## config.mk

```make
export PLATFORM = sky130hd
export DESIGN_NAME = lc2k_program_loader
export DESIGN_NICKNAME = d
export VERILOG_FILES = /design/src/rtl/lc2k_program_loader.sv
export SDC_FILE = /design/constraint.sdc
export NUM_CORES = 1
export LEC_CHECK = 0
export CAP_MARGIN = 25
export CORE_ASPECT_RATIO = 2
export CORE_UTILIZATION = 52
export CTS_BUF_LIST = sky130_fd_sc_hd__clkbuf_2 sky130_fd_sc_hd__clkbuf_4 sky130_fd_sc_hd__clkbuf_8
export DETAILED_ROUTE_END_ITERATION = 12
export MAX_ROUTING_LAYER = met4
export PLACE_DENSITY = 0.89
export SLEW_MARGIN = 20
export SYNTH_ARGS = -nofsm -noshare
export SYNTH_HDL_FRONTEND = slang
export SYNTH_SLANG_ARGS = --single-unit
```

## constraint.sdc

```tcl
create_clock -name clk -period 3.3 [get_ports clk]
set_input_delay 0.66 -clock clk [delete_from_list [all_inputs] [get_ports clk]]
set_output_delay 0.66 -clock clk [all_outputs]
set_load 0.02 [all_outputs]
```

## src/rtl/lc2k_program_loader.sv

```systemverilog
// LC2K program loader: encodes symbolic instruction fields or raw fill words
// into 32-bit machine words and writes them to instruction memory at sequential addresses.
`timescale 1ns/1ps
module lc2k_program_loader #(
  parameter int unsigned ADDR_W    = 16,
  parameter int unsigned MEM_DEPTH = 256
) (
  input  logic              clk,
  input  logic              rst_n,
  input  logic              start,
  input  logic [ADDR_W-1:0] start_base,
  input  logic [ADDR_W-1:0] start_count,
  input  logic              abort,
  input  logic              in_valid,
  output logic              in_ready,
  input  logic              in_kind,
  input  logic [2:0]        in_opcode,
  input  logic [2:0]        in_regA,
  input  logic [2:0]        in_regB,
  input  logic [2:0]        in_dest,
  input  logic [15:0]       in_offset,
  input  logic [31:0]       in_fill,
  output logic              mem_we,
  output logic [ADDR_W-1:0] mem_addr,
  output logic [31:0]       mem_wdata,
  output logic              busy,
  output logic              done,
  output logic              err_wrap,
  output logic [ADDR_W-1:0] words_written
);

  typedef enum logic [1:0] {
    IDLE = 2'd0,
    LOAD = 2'd1,
    DONE = 2'd2
  } state_t;

  localparam logic [ADDR_W-1:0] LAST_ADDR = ADDR_W'(MEM_DEPTH - 1);
  localparam logic [ADDR_W-1:0] ONE       = ADDR_W'(1);

  localparam logic [2:0] OP_ADD  = 3'b000;
  localparam logic [2:0] OP_NOR  = 3'b001;
  localparam logic [2:0] OP_LW   = 3'b010;
  localparam logic [2:0] OP_SW   = 3'b011;
  localparam logic [2:0] OP_BEQ  = 3'b100;
  localparam logic [2:0] OP_JALR = 3'b101;

  state_t            state_q, state_d;
  logic [ADDR_W-1:0] ptr_q, ptr_d;
  logic [ADDR_W-1:0] remaining_q, remaining_d;
  logic [ADDR_W-1:0] words_q, words_d;
  logic              err_wrap_q, err_wrap_d;
  logic              in_ready_q, in_ready_d;
  logic              mem_we_q, mem_we_d;
  logic [ADDR_W-1:0] mem_addr_q, mem_addr_d;
  logic [31:0]       mem_wdata_q, mem_wdata_d;
  logic              done_q, done_d;
  logic              accept;
  logic [31:0]       enc_word;

  // Field layout must match what the control decoder expects on read-back.
  function automatic logic [31:0] encode(
    input logic        kind,
    input logic [2:0]  opcode,
    input logic [2:0]  rega,
    input logic [2:0]  regb,
    input logic [2:0]  dest,
    input logic [15:0] offset,
    input logic [31:0] fill
  );
    logic [31:0] w;
    w = '0;
    if (kind) begin
      w = fill;
    end else begin
      w[24:22] = opcode;
      case (opcode)
        OP_ADD, OP_NOR: begin
          w[21:19] = rega;
          w[18:16] = regb;
          w[2:0]   = dest;
        end
        OP_LW, OP_SW, OP_BEQ: begin
          w[21:19] = rega;
          w[18:16] = regb;
          w[15:0]  = offset;
        end
        OP_JALR: begin
          w[21:19] = rega;
          w[18:16] = regb;
        end
        default: ;
      endcase
    end
    return w;
  endfunction

  assign enc_word = encode(in_kind, in_opcode, in_regA, in_regB, in_dest,
                           in_offset, in_fill);

  // Abort takes priority: an item presented alongside it is dropped.
  assign accept = (state_q == LOAD) && in_ready_q && in_valid && !abort;

  always_comb begin
    state_d     = state_q;
    ptr_d       = ptr_q;
    remaining_d = remaining_q;
    words_d     = words_q;
    err_wrap_d  = err_wrap_q;
    in_ready_d  = in_ready_q;
    mem_we_d    = accept;
    mem_addr_d  = mem_addr_q;
    mem_wdata_d = mem_wdata_q;
    done_d      = 1'b0;

    case (state_q)
      IDLE: begin
        if (start) begin
          if (start_count != '0) begin
            state_d     = LOAD;
            ptr_d       = start_base;
            remaining_d = start_count;
            err_wrap_d  = 1'b0;
            words_d     = '0;
            in_ready_d  = 1'b1;
          end else begin
            done_d = 1'b1;
          end
        end
      end
      LOAD: begin
        if (abort) begin
          state_d    = IDLE;
          in_ready_d = 1'b0;
        end else if (accept) begin
          mem_addr_d  = ptr_q;
          mem_wdata_d = enc_word;
          remaining_d = remaining_q - ONE;
          words_d     = words_q + ONE;
          if (ptr_q == LAST_ADDR) begin
            ptr_d      = '0;
            err_wrap_d = 1'b1;
          end else begin
            ptr_d = ptr_q + ONE;
          end
          if (remaining_q == ONE) begin
            state_d    = DONE;
            in_ready_d = 1'b0;
            done_d     = 1'b1;
          end
        end
      end
      DONE: begin
        state_d    = IDLE;
        in_ready_d = 1'b0;
      end
      default: begin
        state_d    = IDLE;
        in_ready_d = 1'b0;
      end
    endcase
  end

  always_ff @(posedge clk or negedge rst_n) begin
    if (!rst_n) begin
      state_q     <= IDLE;
      ptr_q       <= '0;
      remaining_q <= '0;
      words_q     <= '0;
      err_wrap_q  <= 1'b0;
      in_ready_q  <= 1'b0;
      mem_we_q    <= 1'b0;
      mem_addr_q  <= '0;
      mem_wdata_q <= '0;
      done_q      <= 1'b0;
    end else begin
      state_q     <= state_d;
      ptr_q       <= ptr_d;
      remaining_q <= remaining_d;
      words_q     <= words_d;
      err_wrap_q  <= err_wrap_d;
      in_ready_q  <= in_ready_d;
      mem_we_q    <= mem_we_d;
      mem_addr_q  <= mem_addr_d;
      mem_wdata_q <= mem_wdata_d;
      done_q      <= done_d;
    end
  end

  assign in_ready      = in_ready_q;
  assign mem_we        = mem_we_q;
  assign mem_addr      = mem_addr_q;
  assign mem_wdata     = mem_wdata_q;
  assign busy          = (state_q == LOAD);
  assign done          = done_q;
  assign err_wrap      = err_wrap_q;
  assign words_written = words_q;

endmodule

```

### Yosys cells after proc, flatten, opt, wreduce, memory -nomap -nowiden

Cells that the tools add are included.

| storage, ports and cells | value |
|---|---|
| input port bits | 98 |
| output and inout bits | 69 |
| word-level logic and storage cells | 89 |
| bits in registers | 102 |

| cells by class | value |
|---|---|
| mux-type cells | 45 |
| $add $sub $neg | 3 |
| eq/ne operators | 15 |
| bitwise operators | 1 |
| reduce and logical (&&, ||, !) cells | 15 |

Operators by type and width:

| operator | count |
|---|---|
| 16-bit 2-to-1 mux | 13 |
| 16-bit case mux with 2 select lines | 3 |
| 16-bit by 1-bit adder with 16-bit output (second input constant) | 2 |
| 25-bit 2-to-1 mux | 1 |
| 16-bit by 1-bit equality test with 1-bit output (second input constant) | 1 |
| 16-bit by 8-bit equality test with 1-bit output (second input constant) | 1 |
| 16-bit nonzero test | 1 |
| 16-bit by 1-bit subtractor with 16-bit output (second input constant) | 1 |
| 1-bit 2-to-1 mux | 15 |
| 13-bit 2-to-1 mux | 1 |
| 2-bit 2-to-1 mux | 5 |
| 7-bit 2-to-1 mux | 1 |
| 3-bit by 2-bit equality test with 1-bit output (second input constant) | 2 |
| 3-bit equality test (second input constant) | 2 |
| 6-bit 2-to-1 mux | 1 |
| 2-bit != test (second input constant) | 3 |
| 3-bit by 2-bit != test with 1-bit output (second input constant) | 2 |
| 1-bit case mux with 2 select lines | 3 |
| 3-bit case mux with 2 select lines | 1 |
| 6-bit AND reduction | 1 |
| 6-bit OR reduction | 1 |
| 5-bit AND reduction | 1 |
| 2-bit by 1-bit != test with 1-bit output (second input constant) | 2 |
| 2-bit case mux with 2 select lines | 1 |
| 12 further kinds | 14 |

### Logic depth before layout (Yosys ltp)

Gate-level depths: netlist of run 1.

| logic depth | value |
|---|---|
| depth in word-level cells | 7 |
| mapped depth | 9 |
| mapped depth without buffers | 7 |

### Worst setup path after synthesis of run 1

No wires, ideal clock.

| timing | value |
|---|---|
| path kind | input -> register |
| start | input port start_count[14] |
| end | register words_q[5], in the netlist words_written[5] |
| setup slack | 1.159 ns |
| stages on the path | 7 |
| buffers on the path | 2 |
| arrival | 2.064 ns |
| library setup time | 0.077 ns |
| cells stage by stage | nor4_1 > nand3_1 > o2111ai_1 > clkbuf_1 > buf_2 > o21ai_0 > a21oi_1 |

| between the ends | value |
|---|---|
| longest elaborated chain between the ends | 3 |

RTL lines:

| what | line | text |
|---|---|---|
| start: declaration | 12 | `input logic [ADDR_W-1:0] start_count,` |
| 16-bit nonzero test | 119 | `if (start_count != '0) begin` |
| 2-bit != test (no source line) | n/a |  |
| 5-bit AND reduction (no source line) | n/a |  |
| end signal: assignment | 180 | `words_q <= words_d;` |
| end: declaration | 51 | `logic [ADDR_W-1:0] words_q, words_d;` |

Every way passes these cells.
A chain may end at the register's enable or synchronous reset.

### Worst setup path after layout of run 1

| timing | value |
|---|---|
| start | register state_q[1] |
| end | output port busy |

| between the ends | value |
|---|---|
| longest elaborated chain between the ends | 1 |

RTL lines:

| what | line | text |
|---|---|---|
| start: declaration | 48 | `state_t state_q, state_d;` |
| start signal: assignment | 177 | `state_q <= state_d;` |
| 2-bit by 1-bit equality test with 1-bit output | 194 | `assign busy = (state_q == LOAD);` |
| end: declaration | 26 | `output logic busy,` |

Every way passes these cells.

==> impl_metrics.env, run 1 <==
export IMPL_period_needed_ps=2600
export IMPL_rsz0062_at_grt="no"
export IMPL_wl_per_cell_um=18.5
export IMPL_powerDensity_nw_per_um2=661
export IMPL_drcViolationCount=0
export IMPL_die_area_um2=10400
export IMPL_cts_resized=0
export IMPL_hpwlAfterDp_um=11900
export IMPL_timing_fmax_ghz=0.385
export IMPL_clk_pin_slew_worst_paths_ps=100
export IMPL_chipWidth_um=72.5
export IMPL_std_cell_rows=51
export IMPL_area_delta_synth_final_pct=38.9
export IMPL_grt_overflow=0
export IMPL_ys_flop_type="dfrtp_1"
export IMPL_worstReg2RegEnd="ptr_q[13]"
export IMPL_first_global_vias=5120
export IMPL_fin_hold_ws_ps=329
export IMPL_core_um2=9700
export IMPL_insertion_delay_ps=380
export IMPL_max_slew_margin_pct=32.7
export IMPL_r2r_start="ptr_q[0]"
export IMPL_r2r_cells=6
export IMPL_avgViaCountPerCell=6.15
export IMPL_maxCapViolCount=0
export IMPL_gp_congestion=0.856
export IMPL_initial_core_util_pct=53.3
export IMPL_cts_tree="yes"
export IMPL_path_class="reg -> out"
export IMPL_ant_nets=0
export IMPL_total_leakage_power_nw=2.96
export IMPL_worst_slew_pin_slew_ps=1010
export IMPL_synth_area_leaders="dfrtp_1 49%, nand2_1 5.7%, nor2_1 5.1%"
export IMPL_antenna_found_initial=0
export IMPL_finalSetupTns_ps=0
export IMPL_grt_pass1_wl_um=24900
export IMPL_async_reset_ff_share_pct=100
export IMPL_drt_iter0_markers=364
export IMPL_grt_usage_pct=32.5
export IMPL_seqPwrFrac_pct=42.2
export IMPL_hp_class="in -> async"
export IMPL_final_cell_count_no_fill=875
export IMPL_synth_edf_count=0
export IMPL_first_pass_iters=5
export IMPL_reg2reg_slack_ps=790
export IMPL_place_inst=859
export IMPL_synth_top_cell_area_share_pct=49.3
export IMPL_synth_cell_types=49
export IMPL_fin_nets=840
export IMPL_cts_sinks=102
export IMPL_hold_viol=0
export IMPL_synthesis_area_um2=5170
export IMPL_io_buffer_count=166
export IMPL_p_clk_share_pct=18.0
export IMPL_ys_ff_latch=102
export IMPL_worst_slack_ps=701
export IMPL_setup_viol_count_final=0
export IMPL_end_kind="output port"
export IMPL_register_area_um2=2550
export IMPL_ir_worst_vdd_mv=0.380
export IMPL_cts_buffers=9
export IMPL_cts_root_buffer="clkbuf_8"
export IMPL_cp_start_kind="flip-flop"
export IMPL_die_h_um=143
export IMPL_synthesis_instances=585
export IMPL_holdBufCountCts=0
export IMPL_fin_skew_ps=9.75
export IMPL_utilization_pct=74.1
export IMPL_clock_path_buffers=2
export IMPL_ios=167
export IMPL_synth_net_count=687
export IMPL_fill_cells=737
export IMPL_synth_top_area_cell="dfrtp_1"
export IMPL_p_comb_share_pct=39.7
export IMPL_p_switching_w=0.00182
export IMPL_yosysWarnings=0
export IMPL_layout_drive_gt1_share_pct=5.11
export IMPL_multi_input_area_um2=2420
export IMPL_cp_data_arrival_time_ps=1940
export IMPL_cts_setup_buffers=0
export IMPL_drv_slew=0
export IMPL_seq_area_frac_synth_pct=49.3
export IMPL_period_share_pct=78.7
export IMPL_run_status="complete, no violations"
export IMPL_cts_max_level=3
export IMPL_wl_um=16200
export IMPL_required_ps=2640
export IMPL_p_int_w=0.00293
export IMPL_p_sw_share_pct=38.3
export IMPL_num_antenna_cells=0
export IMPL_avgSynthCellArea_um2=8.84
export IMPL_grt_max_degree=59
export IMPL_crit_fanout=5
export IMPL_dp_slack_ps=434
export IMPL_vias=5379
cells by family after synthesis:
| group | count (synthesis) | share of synthesized area [%] |
|---|---|---|
| compound gates | 177 | 22.0 |
| fa+ha+maj | 4 | 0.967 |
| buf+inv | 53 | 3.97 |
| flops | 102 | 49.3 |
| mux | 6 | 1.16 |
| simple gates | 243 | 22.5 |
power groups by stage:
stage / Sequential, W / Combinational [W] / Clock, W
after floorplan: 0.00227 / 0.000657 / 0
after global placement: 0.00200 / 0.00181 / 0
after detailed placement: 0.00202 / 0.00187 / 0
after CTS: 0.00200 / 0.00188 / 0.000864
after global routing: 0.00206 / 0.00204 / 0.000921
final: 0.00201 / 0.00189 / 0.000855
cells in the mapped netlist, types with 7 or more instances:
master / instances
dfrtp_1: 102
nand2_1: 79
nor2_1: 70
o21ai_0: 50
a21oi_1: 46
clkbuf_1: 26
nand3_1: 24
a221oi_1: 20
inv_1: 16
or4_1: 13
o31ai_1: 11
nor3_1: 9
nand4_1: 8
nor4_1: 8
a22oi_1: 7
o22ai_1: 7
state kept, by name (all words and copies together), names as in the netlist:
signal / cells
mem_wdata: 32
mem_addr: 16
ptr_q: 16
remaining_q: 16
words_written: 16
state_q: 2
done: 1
err_wrap: 1
in_ready: 1
mem_we: 1
worst max-delay path by stage:
stage,endpoint,slack (ps),from,cells past startpoint
finish,busy,700,state_q[1],4
CTS,busy,720,state_q[1],4
floorplan,words_written[5],1160,start_count[14],7
global route,ptr_q[5],610,start_count[14],7
global placement,words_written[3],470,start_count[14],7
detailed placement,words_written[3],430,start_count[14],7
cells in the final DEF, fill, tap and decap left out, types with 9 or more instances in the layout:
master,count
clkdlybuf4s50_1,165
dfrtp_1,102
nand2_1,79
nor2_1,70
o21ai_0,50
a21oi_1,46
nand3_1,24
a221oi_1,20
inv_1,16
or4_1,13
buf_4,13
o31ai_1,11
clkbuf_8,11
nor3_1,9
worst max-delay path, stage by stage (launching register included):
cell,delay [ps]
dfrtp_1,470
inv_1,180
nand2_1,160
inv_1,140
clkdlybuf4s50_1,620
final cells by class:
| class | instances | share of cell area [%] |
|---|---|---|
| clock buffers | 11 | 2.11 |
| clock inverters | 5 | 0.906 |
| multi-input cells | 430 | 33.7 |
| flip-flops and latches | 102 | 35.5 |
| repair buffers | 179 | 24.6 |
| well taps | 132 | 2.30 |
| inverters | 16 | 0.836 |
through the flow:
stage               cell area, um2  total power (W)
floorplan                     5170          0.00293
CTS                           7180          0.00474
global route                  7180          0.00502
global placement              6970          0.00381
detailed placement            6970          0.00390
finish                        7180          0.00475
metal layers:
| metal | up-vias | wire, um | global-route usage [%] |
|---|---|---|---|
| met1 | 2585 | 5620 | 33.2 |
| met3 | 56 | 1120 | 5.58 |
| met5 | - | 0 | - |
| met2 | 282 | 8680 | 56.5 |
| li1 | 2456 | - | - |
| met4 | 0 | 749 | 20.0 |
No activity file was read; power rests on OpenSTA's default activity.
==> run 2, diff against run 1 <==
CORE_UTILIZATION = 43   (was 52)
PLACE_DENSITY = 0.78   (was 0.89)
clock period = 2.13 ns   (was 3.3 ns; I/O delays follow)
==> impl_metrics.env, run 2 (synthesis gave the netlist of run 1 again) <==
export IMPL_avgViaCountPerCell=5.81
export IMPL_utilization_pct=65.5
export IMPL_period_needed_ps=2090
export IMPL_end_kind="flip-flop"
export IMPL_wl_um=16500
export IMPL_largest_reg_flops=32
export IMPL_die_h_um=157
export IMPL_total_leakage_power_nw=3.22
export IMPL_first_pass_iters=5
export IMPL_std_cell_rows=56
export IMPL_finalPower_w=0.00761
export IMPL_area_delta_synth_final_pct=48.1
export IMPL_antenna_found_initial=0
export IMPL_cts_max_level=3
export IMPL_final_cell_mix="164 x clkdlybuf4s50_1, 102 x dfrtp_1, 79 x nand2_1"
export IMPL_insertion_delay_ps=370
export IMPL_cts_tree="yes"
export IMPL_crit_fanout=5
export IMPL_cts_buffers=9
export IMPL_core_um2=11700
export IMPL_gp_congestion=0.898
export IMPL_ir_worst_vdd_mv=0.588
export IMPL_vias=5440
export IMPL_timing_fmax_ghz=0.479
export IMPL_final_common_cell="clkdlybuf4s50_1"
export IMPL_cts_root_buffer="clkbuf_8"
export IMPL_hpwlAfterDp_um=12400
export IMPL_path_class="reg -> reg"
export IMPL_drcViolationCount=0
export IMPL_setup_viol_count_final=0
export IMPL_fin_nets=888
export IMPL_io_buffer_count=166
export IMPL_grt_usage_pct=27.5
export IMPL_ios=167
export IMPL_die_area_um2=12500
export IMPL_run_status="complete, no violations"
export IMPL_critical_path_cell_chain="or4_4 -> or3_4 -> or3_1 -> a21oi_1 -> a2bb2oi_1"
export IMPL_place_inst=917
export IMPL_hold_viol=0
export IMPL_slowest_delay_ps=590
export IMPL_powerDensity_nw_per_um2=993
export IMPL_fill_cells=962
export IMPL_worst_slew_pin_slew_ps=936
export IMPL_maxCapViolCount=0
export IMPL_drv_slew=0
export IMPL_finalInstanceArea_um2=7660
export IMPL_grt_overflow=0
export IMPL_fin_hold_ws_ps=30.6
export IMPL_fin_skew_ps=13.9
export IMPL_hp_class="in -> async"
export IMPL_final_cell_count_no_fill=936
export IMPL_crit_path_top_delay_cell="or4_4"
export IMPL_cts_sinks=102
export IMPL_grt_max_degree=59
export IMPL_max_slew_margin_pct=37.4
export IMPL_chipWidth_um=79.6
export IMPL_num_antenna_cells=0
export IMPL_clock_path_buffers=2
export IMPL_cp_start_kind="flip-flop"
export IMPL_grt_pass1_wl_um=25800
export IMPL_required_ps=2440
export IMPL_first_global_vias=5444
export IMPL_period_share_pct=98.0
export IMPL_drt_iter0_markers=427
export IMPL_ant_nets=0
export IMPL_layout_drive_gt1_share_pct=11.9
export IMPL_cp_data_arrival_time_ps=2390
export IMPL_wl_per_cell_um=17.7
export IMPL_clk_pin_slew_worst_paths_ps=110
export IMPL_placed_cell_area_um2=7400
export IMPL_initial_core_util_pct=44.2
run 2: cell types whose count changed in the layout (fill, tap and decap cells not counted), sizes merged:
cell           before  now
dlygate4sd2         0    1
clkdlybuf4s50     165  164
buf                14   62
clkbuf             11    9
clkinvlp            0    1
inv                18   20
clkinv              2    1
run 2: area by class of cell:
cell class / count / area [um2] / area share (%)
inverters: 16 / 60.1 / 0.784
flip-flops and latches: 102 / 2550 / 33.3
repair buffers: 227 / 2200 / 28.8
well taps: 145 / 181 / 2.37
clock inverters: 7 / 77.6 / 1.01
clock buffers: 9 / 124 / 1.62
multi-input cells: 430 / 2460 / 32.2
run 2: routing by layer:
metal / vias up / track usage (%) / wire length [um]
met2: 252 / 50.4 / 9160
met1: 2608 / 27.1 / 5850
met3: 34 / 5.10 / 1050
met5: - / - / 0
li1: 2546 / - / -
met4: 0 / 13.3 / 487
run 2: path summary, 6_finish.rpt:
check / from / to / slack, ps / cells past startpoint
min: rst_n / mem_wdata[20] / 30 / 1
min in group clk: mem_addr[3] / mem_addr[3] / 490 / 2
max reg2reg: remaining_q[9] / remaining_q[13] / 40 / 5
max in group asynchronous: rst_n / ptr_q[14] / 1510 / 2
min reg2reg: mem_addr[3] / mem_addr[3] / 490 / 2
max: remaining_q[9] / remaining_q[13] / 40 / 5
run 2: worst max-delay path: cells and delay by family, from the launching register on:
family / cells / cell delay (ps)
AOI/OAI and AO/OA: 2 / 310
DFF: 1 / 410
and+or+nand+nor: 3 / 1320
run 2: through the flow:
step	worst slack, ps	setup TNS (ps)
finish	43.1	0
global route	-66.1	-195
CTS	9.60	0
detailed placement	-304	-12350
global placement	-214	-7310
floorplan	42.4	0
run 2: power breakdown:
| group | switching, W | internal [W] |
|---|---|---|
| Sequential | 0.000475 | 0.00257 |
| Combinational | 0.00170 | 0.00159 |
| Clock | 0.000715 | 0.000559 |
| Total | 0.00289 | 0.00472 |
run 2: repair_timing:
item	in CTS	in global routing
pin swaps	0	3
buffers inserted	0	3
hold buffers	0	0
setup endpoints to repair	10	23
resized for setup	4	9
